===== src/rtl/alu_pkg.sv =====
// Shared ALU definitions for the uCode datapath: opcode width and opcode encodings.
package alu_pkg;

    localparam int unsigned OP_W = 4;

    typedef enum logic [OP_W-1:0] {
        NO_OP  = 4'd0,
        ADD_OP = 4'd1,
        SUB_OP = 4'd2,
        AND_OP = 4'd3,
        OR_OP  = 4'd4,
        XOR_OP = 4'd5,
        ROL_OP = 4'd6,
        ROR_OP = 4'd7,
        SHL_OP = 4'd8,
        SHR_OP = 4'd9,
        ASR_OP = 4'd10,
        NOT_OP = 4'd11
    } alu_op_e;

endpackage


===== src/rtl/alu_lifo_if.sv =====
// Bus bundle for alu_lifo: stack push/pop/peek signals plus ALU operands and result.
interface alu_lifo_if
    import alu_pkg::*;
#(
    parameter int unsigned WIDTH = 16,
    parameter int unsigned DEPTH = 12
) ();

    localparam int unsigned DW = $clog2(DEPTH + 1);

    logic [WIDTH-1:0] i_data;
    logic             i_push;
    logic             i_pop;
    logic [WIDTH-1:0] o_s0;
    logic [WIDTH-1:0] o_s1;
    logic [DW-1:0]    o_depth;
    logic [OP_W-1:0]  i_op;
    logic [WIDTH-1:0] i_arg0;
    logic [WIDTH-1:0] i_arg1;
    logic [WIDTH-1:0] o_data;

    modport master (
        output i_data, i_push, i_pop, i_op, i_arg0, i_arg1,
        input  o_s0, o_s1, o_depth, o_data
    );

    modport slave (
        input  i_data, i_push, i_pop, i_op, i_arg0, i_arg1,
        output o_s0, o_s1, o_depth, o_data
    );

endinterface


===== src/rtl/alu_lifo_lifo.sv =====
// Shift-register LIFO: cell[0] is TOS, cell[1] is NOS; saturating depth counter.
module lifo #(
    parameter  int unsigned WIDTH = 16,
    parameter  int unsigned DEPTH = 12,
    localparam int unsigned DW    = $clog2(DEPTH + 1)
) (
    input  logic             i_clk,
    input  logic             i_rst_n,
    input  logic [WIDTH-1:0] i_data,
    input  logic             i_push,
    input  logic             i_pop,
    output logic [WIDTH-1:0] o_s0,
    output logic [WIDTH-1:0] o_s1,
    output logic [DW-1:0]    o_depth
);

    logic [WIDTH-1:0] r_cell [DEPTH];
    logic [DW-1:0]    r_depth;

    always_ff @(posedge i_clk or negedge i_rst_n) begin
        if (!i_rst_n) begin
            for (int unsigned k = 0; k < DEPTH; k++) begin
                r_cell[k] <= '0;
            end
            r_depth <= '0;
        end else begin
            case ({i_push, i_pop})
                2'b10: begin
                    // Full push shifts the bottom cell out and keeps depth saturated.
                    r_cell[0] <= i_data;
                    for (int unsigned k = 1; k < DEPTH; k++) begin
                        r_cell[k] <= r_cell[k-1];
                    end
                    if (r_depth != DW'(DEPTH)) begin
                        r_depth <= r_depth + DW'(1);
                    end
                end
                2'b01: begin
                    for (int unsigned k = 0; k < DEPTH - 1; k++) begin
                        r_cell[k] <= r_cell[k+1];
                    end
                    r_cell[DEPTH-1] <= '0;
                    if (r_depth != '0) begin
                        r_depth <= r_depth - DW'(1);
                    end
                end
                2'b11: begin
                    // Replace TOS; an empty stack gains its first entry.
                    r_cell[0] <= i_data;
                    if (r_depth == '0) begin
                        r_depth <= DW'(1);
                    end
                end
                default: ;
            endcase
        end
    end

    assign o_s0    = r_cell[0];
    assign o_s1    = r_cell[1];
    assign o_depth = r_depth;

endmodule


===== src/rtl/alu_lifo.sv =====
// Datapath core: LIFO stack plus a registered single-cycle ALU sharing clock and reset.
module alu_lifo
    import alu_pkg::*;
#(
    parameter int unsigned WIDTH = 16,
    parameter int unsigned DEPTH = 12
) (
    input logic       i_clk,
    input logic       i_rst_n,
    alu_lifo_if.slave bus
);

    logic [WIDTH-1:0] w_alu;
    logic [WIDTH-1:0] r_result;

    lifo #(
        .WIDTH (WIDTH),
        .DEPTH (DEPTH)
    ) u_lifo (
        .i_clk   (i_clk),
        .i_rst_n (i_rst_n),
        .i_data  (bus.i_data),
        .i_push  (bus.i_push),
        .i_pop   (bus.i_pop),
        .o_s0    (bus.o_s0),
        .o_s1    (bus.o_s1),
        .o_depth (bus.o_depth)
    );

    // Reserved opcodes fall through to the arg0 pass-through default.
    always_comb begin
        w_alu = bus.i_arg0;
        case (alu_op_e'(bus.i_op))
            ADD_OP:  w_alu = bus.i_arg0 + bus.i_arg1;
            SUB_OP:  w_alu = bus.i_arg0 - bus.i_arg1;
            AND_OP:  w_alu = bus.i_arg0 & bus.i_arg1;
            OR_OP:   w_alu = bus.i_arg0 | bus.i_arg1;
            XOR_OP:  w_alu = bus.i_arg0 ^ bus.i_arg1;
            ROL_OP:  w_alu = {bus.i_arg0[WIDTH-2:0], bus.i_arg0[WIDTH-1]};
            ROR_OP:  w_alu = {bus.i_arg0[0], bus.i_arg0[WIDTH-1:1]};
            SHL_OP:  w_alu = {bus.i_arg0[WIDTH-2:0], 1'b0};
            SHR_OP:  w_alu = {1'b0, bus.i_arg0[WIDTH-1:1]};
            ASR_OP:  w_alu = {bus.i_arg0[WIDTH-1], bus.i_arg0[WIDTH-1:1]};
            NOT_OP:  w_alu = ~bus.i_arg0;
            default: w_alu = bus.i_arg0;
        endcase
    end

    always_ff @(posedge i_clk or negedge i_rst_n) begin
        if (!i_rst_n) begin
            r_result <= '0;
        end else begin
            r_result <= w_alu;
        end
    end

    assign bus.o_data = r_result;

endmodule


===== src/flat_wrapper.sv =====
// flat-port wrapper written by rule: the top's interface ports become plain ports
module alu_lifo_flat import alu_pkg::*;
#(
    parameter int unsigned WIDTH = 16,
    parameter int unsigned DEPTH = 12
)
  (i_clk, i_rst_n, bus_i_data, bus_i_push, bus_i_pop, bus_i_op, bus_i_arg0, bus_i_arg1, bus_o_s0, bus_o_s1, bus_o_depth, bus_o_data);
  alu_lifo_if #(.WIDTH(WIDTH), .DEPTH(DEPTH)) bus_i ();
  input logic i_clk;
  input logic i_rst_n;
  input wire logic [$bits(bus_i.i_data)-1:0] bus_i_data;
  input wire logic [$bits(bus_i.i_push)-1:0] bus_i_push;
  input wire logic [$bits(bus_i.i_pop)-1:0] bus_i_pop;
  input wire logic [$bits(bus_i.i_op)-1:0] bus_i_op;
  input wire logic [$bits(bus_i.i_arg0)-1:0] bus_i_arg0;
  input wire logic [$bits(bus_i.i_arg1)-1:0] bus_i_arg1;
  output wire logic [$bits(bus_i.o_s0)-1:0] bus_o_s0;
  output wire logic [$bits(bus_i.o_s1)-1:0] bus_o_s1;
  output wire logic [$bits(bus_i.o_depth)-1:0] bus_o_depth;
  output wire logic [$bits(bus_i.o_data)-1:0] bus_o_data;
  assign bus_i.i_data = bus_i_data;
  assign bus_i.i_push = bus_i_push;
  assign bus_i.i_pop = bus_i_pop;
  assign bus_i.i_op = bus_i_op;
  assign bus_i.i_arg0 = bus_i_arg0;
  assign bus_i.i_arg1 = bus_i_arg1;
  assign bus_o_s0 = bus_i.o_s0;
  assign bus_o_s1 = bus_i.o_s1;
  assign bus_o_depth = bus_i.o_depth;
  assign bus_o_data = bus_i.o_data;
  alu_lifo #(.WIDTH(WIDTH), .DEPTH(DEPTH)) u_core (.i_clk(i_clk), .i_rst_n(i_rst_n), .bus(bus_i));
endmodule

===== config.mk =====
export PLATFORM = sky130hd
export DESIGN_NAME = alu_lifo_flat
export DESIGN_NICKNAME = d
export VERILOG_FILES = /design/src/rtl/alu_pkg.sv /design/src/rtl/alu_lifo_if.sv /design/src/rtl/alu_lifo_lifo.sv /design/src/rtl/alu_lifo.sv /design/src/flat_wrapper.sv
export SDC_FILE = /design/constraint.sdc
export NUM_CORES = 1
export LEC_CHECK = 0
export ABC_AREA = 1
export BUFFER_PORTS_ARGS = -buffer_cell sky130_fd_sc_hd__buf_2
export CAP_MARGIN = 20
export CORE_ASPECT_RATIO = 1.25
export CORE_UTILIZATION = 50
export DETAILED_ROUTE_END_ITERATION = 10
export GPL_TIMING_DRIVEN = 0
export PLACE_DENSITY = 0.69
export SYNTH_ARGS = -nofsm -noshare
export SYNTH_HDL_FRONTEND = slang
export SYNTH_SLANG_ARGS = --single-unit

===== constraint.sdc =====
create_clock -name i_clk -period 2.5 [get_ports i_clk]
set_clock_uncertainty 0.05 [all_clocks]
set_input_delay 0.5 -clock i_clk [delete_from_list [all_inputs] [get_ports i_clk]]
set_output_delay 0.5 -clock i_clk [all_outputs]
set_load 0.03 [all_outputs]

==> results.cfg <==
[placement]
place_hpwl_um = 25200
place.gp.congestion = 0.910
place_area_um2 = 13100
port_buffers = 107
dp_slack_ns = -0.667
dpl.cell_count = 1957

[layout]
post-route-cell-area_um2 = 14200
final_cells = 2013
antenna_cells = 0
layout_commonest_cell = nand2_1
fin_util_pct = 60.0
drive_gt1_share_pct = 16.2
syn2layout_area_growth_pct = 18.0
mostFrequentLayoutCells = 348 x nand2_1, 218 x nor2_1, 212 x dfrtp_1, 123 x inv_1
fin_nets = 1822

[worst_setup_path]
required_ns = 2.89
slowest_delay_ns = 0.30
critPathMaxFanout = 4
worstSetupEndpointType = register
path_buf_inv = 3
arrival_ns = 2.78
slowest_stage = ha_1
crit_path_cell_trace = buf_8, inv_6, ha_4, inv_4, nor2_4, nand3_4, nor3_4, nand3_2, o21ai_2, xor2_1, ha_1, nand2_1, nand2_2, o21bai_1, a21oi_2, nand2_1, nand2_1, nand3_2, a21oi_2
startpoint_type = input port
worstSetupPathType = in2reg
crit_top_cell = nand2_1
cp_top_family = simple AND/OR/NAND/NOR gates

[logic_synthesis]
ys.flop_type = dfrtp_1
synth_top_cell_by_area = dfrtp_1
synth_edf_count = 0
yosys_warnings = 0
syn_inst = 1556
synth_area_um2 = 12000
ys_seq_area_share_pct = 44.1
synth_top_area_share_pct = 44.1
synth_nets = 1671
ys_async_sr_fraction_pct = 100
synthTopCellsByArea = dfrtp_1 44%, nand2_1 11%, nor2_1 7.0%, a31oi_1 5.9%, ha_1 5.9%
ys_ff_latch = 212
yosys.cell_types.count = 42
avgSynthCellArea_um2 = 7.73

[floorplan]
die_w_um = 141
num_rows = 63
die_h_um = 175
die_area_um2 = 24700
ioPinCount = 108
start_util_pct = 50.9
core_area_um2 = 23600

[timing]
setup_viol = 0
rsz0062_at_grt = yes
period_share_pct = 95.6
fin_ws_ns = 0.110
fin_crit_ns = 2.39
hold_violations = 0
relSlewSlack_pct = 49.5
slew_violations = 0
fmax_ghz = 0.418
tightest_slew_ns = 0.758

[cts]
clk_pin_slew_ns = 0.06
cts_tree = done
cts_buffers = 24
insertion_delay_ns = 0.52
clock_path_buffers = 3
root_buffer = clkbuf_16
htreeDepth = 1
cts.sinks = 212

[run_status]
status = complete, no violations

[power_and_ir_drop]
power-per-cell-area_nw_per_um2 = 836
ir_drop_mv = 0.546
total_power_mw = 11.9
power_leakage_nw = 6.79

[drt]
wl_per_cell_um = 16.7
drtPass1Iterations = 5
drc = 0
num_vias = 11179
drt-total-wl_um = 33600
avgViaCountPerCell = 5.55
ant_nets = 0
drt_iter0_drc = 651

[global_routing]
antenna_found_initial = 0
grt_pass1_wl_um = 55100
grt_pass1_vias = 11005
overflow = 0
grt_max_degree = 79
track_usage_pct = 27.7

[run]
cap_violations = 0

[worst_hold_path]
hp-class = in2reg
[metal layers]
| metal | routed length (um) | vias up | track usage (%) |
|---|---|---|---|
| met4 | 1160 | 0 | 11.4 |
| met5 | 0 | - | 0 |
| met2 | 17400 | 371 | 51.3 |
| met3 | 1510 | 79 | 2.78 |
| li1 | - | 5438 | - |
| met1 | 13500 | 5291 | 32.5 |
[sequential cells by signal, summed over array words and instances, names as in the netlist]
signal	count
u_core.u_lifo.o_s1	16
u_core.bus.o_data	16
u_core.u_lifo.r_cell	160
u_core.u_lifo.o_s0	16
u_core.u_lifo.o_depth	4
[final cells by class]
cell class | instances | area (um2)
tap | 292 | 365
multi-input combinational | 1091 | 5850
fill | 2141 | 9450
buffer | 120 | 636
inverter | 133 | 514
sequential | 212 | 5310
clock buffer | 32 | 682
clock inverter | 8 | 96.3
timing repair buffer | 125 | 743
[kinds of logic after synthesis]
| kind of cell | count (synthesis) | synth area share (%) |
|---|---|---|
| AND/OR/NAND/NOR | 654 | 21.7 |
| XOR/XNOR | 18 | 1.31 |
| flip-flops | 212 | 44.1 |
| AO/OA/AOI/OAI | 360 | 17.4 |
| adder cells (fa/ha/maj) | 59 | 6.26 |
| buffers and inverters | 253 | 9.35 |
[power by group]
group | internal, mW | switching, mW
clock | 2.11 | 1.41
combinational | 1.25 | 2.05
sequential | 4.32 | 0.724
total | 7.68 | 4.18
[synthesized netlist by cell type (2+ instances only)]
master,count
fa_1,2
ha_1,57
a21oi_1,62
o22ai_1,51
nand2_2,2
nor2_1,223
inv_2,4
buf_4,35
a31oi_1,114
xnor2_1,3
buf_1,10
buf_2,11
nand3b_1,3
xor2_1,15
nand3_1,36
a22oi_1,3
inv_1,129
dfrtp_1,212
nand2_1,360
or2_2,7
nand4_1,11
buf_6,4
o21ai_1,2
clkbuf_1,60
a221oi_1,2
o221ai_1,3
o211ai_1,6
nor3_1,7
o21ai_0,109
[metrics by stage]
step,hold WS (ns),setup TNS (ns)
2_1_floorplan,0.154,-0.0646
3_3_place_gp,0.447,-604.17
3_5_place_dp,0.417,-5.73
4_1_cts,0.235,-0.0374
5_1_grt,0.251,-0.219
6_report,0.238,0
[worst register-to-register path, cell delays in order (launching register included)]
cell and delay [ns]:
dfrtp_1 0.44, nor2_1 0.17, nand3_1 0.13, a211oi_2 0.44, nand2_1 0.14, o22ai_1 0.13
[path summary, 6_finish.rpt]
check	startpoint	endpoint	slack [ns]	depth (start not counted)
setup / recovery	bus_i_arg1[1]	u_core.bus.o_data[13]$_DFF_PN0_	0.11	19
hold / removal	bus_i_data[14]	u_core.u_lifo.o_s0[14]$_DFFE_PN0P_	0.24	3
setup reg to reg	u_core.u_lifo.o_depth[0]$_DFFE_PN0P_	u_core.u_lifo.o_depth[3]$_DFFE_PN0P_	0.92	5
hold reg to reg	u_core.u_lifo.o_s0[0]$_DFFE_PN0P_	u_core.u_lifo.o_s0[0]$_DFFE_PN0P_	0.46	2
max in group asynchronous	i_rst_n	u_core.bus.o_data[10]$_DFF_PN0_	1.17	3
min in group asynchronous	i_rst_n	u_core.u_lifo.o_depth[2]$_DFFE_PN0P_	0.45	2
[timing repair]
item / CTS / global route
gates resized for setup: 18 / 37
hold buffers: 1 / 0
setup endpoints to repair: 2 / 11
setup buffers: 6 / 9
pin swaps: 22 / 26
endpoints found under the hold margin: 58 / 0
(Power assumes the default switching activity.)
